## src/rtl/store_buffer.sv

```systemverilog
// store_buffer: in-order posted-store queue between MEM and the data-memory port, with load-hazard detection
module store_buffer #(
    parameter int DEPTH = 4
) (
    input  logic                   clk,
    input  logic                   rst_n,
    input  logic                   st_valid,
    input  logic [31:0]            st_addr,
    input  logic [31:0]            st_wdata,
    input  logic [3:0]             st_be,
    output logic                   st_ready,
    input  logic                   ld_valid,
    input  logic [31:0]            ld_addr,
    input  logic [3:0]             ld_be,
    output logic                   ld_hazard,
    output logic                   mem_req,
    output logic [31:0]            mem_addr,
    output logic [31:0]            mem_wdata,
    output logic [3:0]             mem_be,
    input  logic                   mem_ack,
    output logic                   empty,
    output logic [$clog2(DEPTH):0] count
);
    localparam int PW = $clog2(DEPTH);
    typedef enum logic {EMPTY, DRAIN} state_t;
    state_t state, state_nx;
    logic [29:0] addr_q [DEPTH];
    logic [31:0] data_q [DEPTH];
    logic [3:0] be_q [DEPTH];
    logic [PW-1:0] wr_ptr, rd_ptr;
    logic [DEPTH-1:0] hit;
    logic push, pop;
    logic unused_lo;
    assign unused_lo = ^ld_addr[1:0];
    assign st_ready = count < (PW+1)'(DEPTH);
    assign push = st_valid & st_ready & |st_be;
    assign pop = mem_req & mem_ack;
    always_ff @(posedge clk or negedge rst_n)
        if (!rst_n) state <= EMPTY;
        else state <= state_nx;
    always_comb
        state_nx = state == EMPTY ? (push ? DRAIN : EMPTY)
                 : (pop && !push && count == (PW+1)'(1) ? EMPTY : DRAIN);
    // mem_* are forced to zero outside DRAIN so reset clears the port at once
    always_comb begin
        mem_req = state == DRAIN;
        empty = state == EMPTY;
        mem_addr = mem_req ? {addr_q[rd_ptr], 2'b00} : '0;
        mem_wdata = mem_req ? data_q[rd_ptr] : '0;
        mem_be = mem_req ? be_q[rd_ptr] : '0;
    end
    always_ff @(posedge clk or negedge rst_n)
        if (!rst_n) begin
            wr_ptr <= '0;
            rd_ptr <= '0;
            count <= '0;
        end else begin
            wr_ptr <= wr_ptr + PW'(push);
            rd_ptr <= rd_ptr + PW'(pop);
            count <= count + (PW+1)'(push) - (PW+1)'(pop);
        end
    always_ff @(posedge clk)
        if (push) begin
            addr_q[wr_ptr] <= st_addr[31:2];
            data_q[wr_ptr] <= st_wdata << {st_addr[1:0], 3'b000};
            be_q[wr_ptr] <= st_be;
        end
    // an entry is live when its distance from the head is below count
    for (genvar g = 0; g < DEPTH; g++) begin : g_hit
        logic [PW-1:0] off;
        assign off = PW'(g) - rd_ptr;
        assign hit[g] = ({1'b0, off} < count) && addr_q[g] == ld_addr[31:2] && |(be_q[g] & ld_be);
    end
    assign ld_hazard = ld_valid & |hit;
endmodule

```

## config.mk

```make
export PLATFORM = sky130hd
export DESIGN_NAME = store_buffer
export DESIGN_NICKNAME = d
export VERILOG_FILES = /design/src/rtl/store_buffer.sv
export SDC_FILE = /design/constraint.sdc
export NUM_CORES = 1
export LEC_CHECK = 0
export CORE_UTILIZATION = 49
export DETAILED_ROUTE_END_ITERATION = 16
export GPL_TIMING_DRIVEN = 0
export MAX_ROUTING_LAYER = met4
export PLACE_DENSITY = 0.76
export SLEW_MARGIN = 20
export SYNTH_ARGS = -nofsm -noshare
export SYNTH_HDL_FRONTEND = slang
export SYNTH_SLANG_ARGS = --single-unit
```

## constraint.sdc

```tcl
create_clock -name clk -period 5.7 [get_ports clk]
set_input_delay 1.425 -clock clk [delete_from_list [all_inputs] [get_ports clk]]
set_output_delay 1.425 -clock clk [all_outputs]
set_load 0.03 [all_outputs]
```

==> flow_metrics.env <==
export IMPL_status="complete, no violations"
export IMPL_drive_gt1_frac=0.1827
export IMPL_arrival_ns=4.03
export IMPL_ys_async_sr_fraction=0.02941
export IMPL_synth_edf_count=264
export IMPL_core_area_mm2=0.02525
export IMPL_grt_pass1_wl_um=45540
export IMPL_routed_via_density=5.624
export IMPL_cts_root_buffer="clkbuf_16"
export IMPL_skew_ns=0.01178
export IMPL_max_freq_mhz=183.2
export IMPL_synth_cells=754
export IMPL_grt_ovfl_total=0
export IMPL_area_growth_pct=24.09
export IMPL_track_usage=0.2444
export IMPL_n_fill_cell=1859
export IMPL_cts_hold_buf=0
export IMPL_reg2regPathDepth=8
export IMPL_die_w_um=162.8
export IMPL_multiInputGateArea_mm2=0.004151
export IMPL_netlist_top_cells_area="edfxtp_1, mux4_2, xnor2_1"
export IMPL_synth_top_cells_by_count="edfxtp_1, xnor2_1, and2_1"
export IMPL_antenna_found_initial=4
export IMPL_regArea_mm2=0.008128
export IMPL_synth_top_cell_area_share=0.6257
export IMPL_yosysTopAreaCell="edfxtp_1"
export IMPL_tightest_slew_ns=0.7130
export IMPL_clk_latency_ns=0.55
export IMPL_wl_um=30690
export IMPL_r2r_slack_ns=3.23
export IMPL_maxSlewViolCount=0
export IMPL_crit_path_end="ld_hazard"
export IMPL_ys_ff_latch=272
export IMPL_dieArea_mm2=0.02650
export IMPL_cts_tree="built"
export IMPL_cp_cell_sequence="clkdlybuf4s50_1 > xnor2_1 > nand4_1 > nor4_1 > nand4_1 > a41oi_1 > clkdlybuf4s50_1"
export IMPL_grt_pass1_vias=7621
export IMPL_yosysSeqAreaShare=0.6415
export IMPL_stdcell_area_mm2=0.01572
export IMPL_first_pass_iters=5
export IMPL_drc=0
export IMPL_hp_start="rd_ptr[0]"
export IMPL_timing_worst_setup_path_type="in2out"
export IMPL_reg2reg_from="mem_req"
export IMPL_critPathLaunchType="input pin"
export IMPL_max_stage_delay_ns=0.73
export IMPL_crit_required_ns=4.28
export IMPL_grt_max_degree=41
export IMPL_utilization=0.6225
export IMPL_min_period_ns=5.459
export IMPL_ys_warn_count=0
export IMPL_htreeDepth=1
export IMPL_synth_cell_types=38
export IMPL_p_leak_nw=5.187
export IMPL_final_setup_viol_count=0
export IMPL_hp_class="reg2reg"
export IMPL_start_util=0.5017
export IMPL_ios=184
export IMPL_r2r_end="count[2]"
export IMPL_cts_setup_buffers=0
export IMPL_post_cts_resized=0
export IMPL_crit_path_start="ld_addr[22]"
export IMPL_cts_inserted_buffers=29
export IMPL_die_height_um=162.8
export IMPL_clkTransAtPathRegs_ns=0.06
export IMPL_yosysMostFrequentCell="edfxtp_1"
export IMPL_ir_drop_mv=0.3338
export IMPL_syn_area_per_cell_um2=16.80
export IMPL_placed_area_mm2=0.01486
export IMPL_drt_initial_drc_count=678
export IMPL_numPortBuffers=149
export IMPL_cap_viol_max_count=0
export IMPL_critPathSlowestCell="clkdlybuf4s50_1"
export IMPL_ctsLongestPathBuffers=3
export IMPL_synthFlopType="edfxtp_1"
export IMPL_rows=58
export IMPL_rsz0062_at_grt="no"
export IMPL_end_kind="output port"
export IMPL_cp_max_fo=4
export IMPL_wl_per_cell_um=23.55
export IMPL_synth_area_mm2=0.01267
export IMPL_min_period_over_period=0.9576
export IMPL_nets=1068
export IMPL_gp_congestion=0.9005
export IMPL_ant_nets=0
export IMPL_p_per_area_mw_per_mm2=489.5
export IMPL_hold_viol=0
export IMPL_timing_slew_headroom=0.5231
export IMPL_clock_sinks=272
export IMPL_num_vias=7328
export IMPL_hpwl_um=22570
==> metrics by stage <==
| stage | total power (W) | cells | TNS (ns) | hold slack, ns | setup slack, ns |
|---|---|---|---|---|---|
| floorplan | 0.004750 | 755 | 0 | 0.4797 | 0.6067 |
| global placement | 0.005975 | 1234 | -408.44 | 0.5021 | -2.360 |
| detailed placement | 0.006054 | 1248 | 0 | 0.5129 | 0.3361 |
| CTS | 0.007764 | 1299 | 0 | 0.5298 | 0.3148 |
| global route | 0.008010 | 1303 | 0 | 0.5468 | 0.1342 |
| finish | 0.007696 | 1303 | 0 | 0.5248 | 0.2415 |
==> where the power goes <==
part	internal (W)	switching (W)	leakage [nW]
Sequential	0.00251	0.000137	2.50
Clock	0.000970	0.000743	0.430
Combinational	0.00151	0.00182	2.25
==> placed cells by master, fill, tap and decap left out, types with 2 or more instances in the layout <==
| cell type | n |
|---|---|
| a22o_1 | 4 |
| buf_16 | 4 |
| inv_1 | 9 |
| edfxtp_1 | 264 |
| xnor2_2 | 7 |
| o21ai_0 | 9 |
| clkbuf_1 | 22 |
| mux2i_1 | 16 |
| nor2_1 | 13 |
| buf_8 | 3 |
| buf_6 | 22 |
| nand4_1 | 29 |
| diode_2 | 4 |
| and2_1 | 75 |
| clkbuf_2 | 4 |
| ha_1 | 9 |
| nor2b_1 | 9 |
| buf_4 | 5 |
| xor2_1 | 11 |
| inv_6 | 2 |
| clkdlybuf4s50_1 | 149 |
| nor4_1 | 7 |
| dfrtp_1 | 8 |
| conb_1 | 2 |
| o2111ai_1 | 3 |
| mux4_2 | 66 |
| xnor2_1 | 107 |
| a211oi_1 | 8 |
| clkinv_1 | 6 |
| a221oi_1 | 4 |
| clkbuf_16 | 29 |
| nand2_1 | 10 |
| a21oi_1 | 12 |
| buf_2 | 18 |
| clkinv_2 | 9 |
==> cells by family after synthesis <==
kind of cell    count (synthesis)  synth area share
compound gates                 43           0.02262
xor+xnor                      125           0.09056
fa+ha+maj                      10           0.01047
buf+inv                        70           0.03387
flops                         272            0.6415
mux                            82            0.1300
other cells                     1         0.0002960
simple gates                  151           0.07071
==> worst min-delay path by stage <==
stage | endpoint | cells after the start
final | rd_ptr[0] | 1
after global routing | rd_ptr[0] | 1
after CTS | rd_ptr[0] | 1
after detailed placement | rd_ptr[0] | 1
after global placement | rd_ptr[0] | 1
after floorplan | rd_ptr[0] | 1
==> state kept, by name, summed over array words and instances (netlist names) <==
signal	cells
data_q	128
addr_q	120
be_q	16
count	3
rd_ptr	2
wr_ptr	2
mem_req	1
==> critical path: cells and delay by family <==
family	cells	cell delay, ns
xor gates and xnor gates	1	0.36
and+or+nand+nor	3	0.63
AOI/OAI and AO/OA	1	0.32
buffers and inverters	2	1.29
==> routing by layer <==
layer | global-route usage | part of all wire | wire length [um] | vias to the layer above
met1 | 0.3094 | 0.39 | 11930 | 3641
met2 | 0.3977 | 0.50 | 15250 | 363
li1 | - | - | - | 3266
met4 | 0.07986 | 0.029 | 884 | 0
met5 | - | 0 | 0 | -
met3 | 0.04711 | 0.086 | 2624 | 58
==> layout make-up <==
cell class | instances | share of cell area
plain buffers | 61 | 0.02515
flip-flops and latches | 272 | 0.5170
clock inverters | 18 | 0.007322
multi-input cells | 413 | 0.2641
repair buffers | 163 | 0.1103
diodes | 4 | 0.0006367
well taps | 330 | 0.02626
inverters | 9 | 0.002149
clock buffers | 33 | 0.04712
Note: power is estimated with default switching activity, not from simulation.
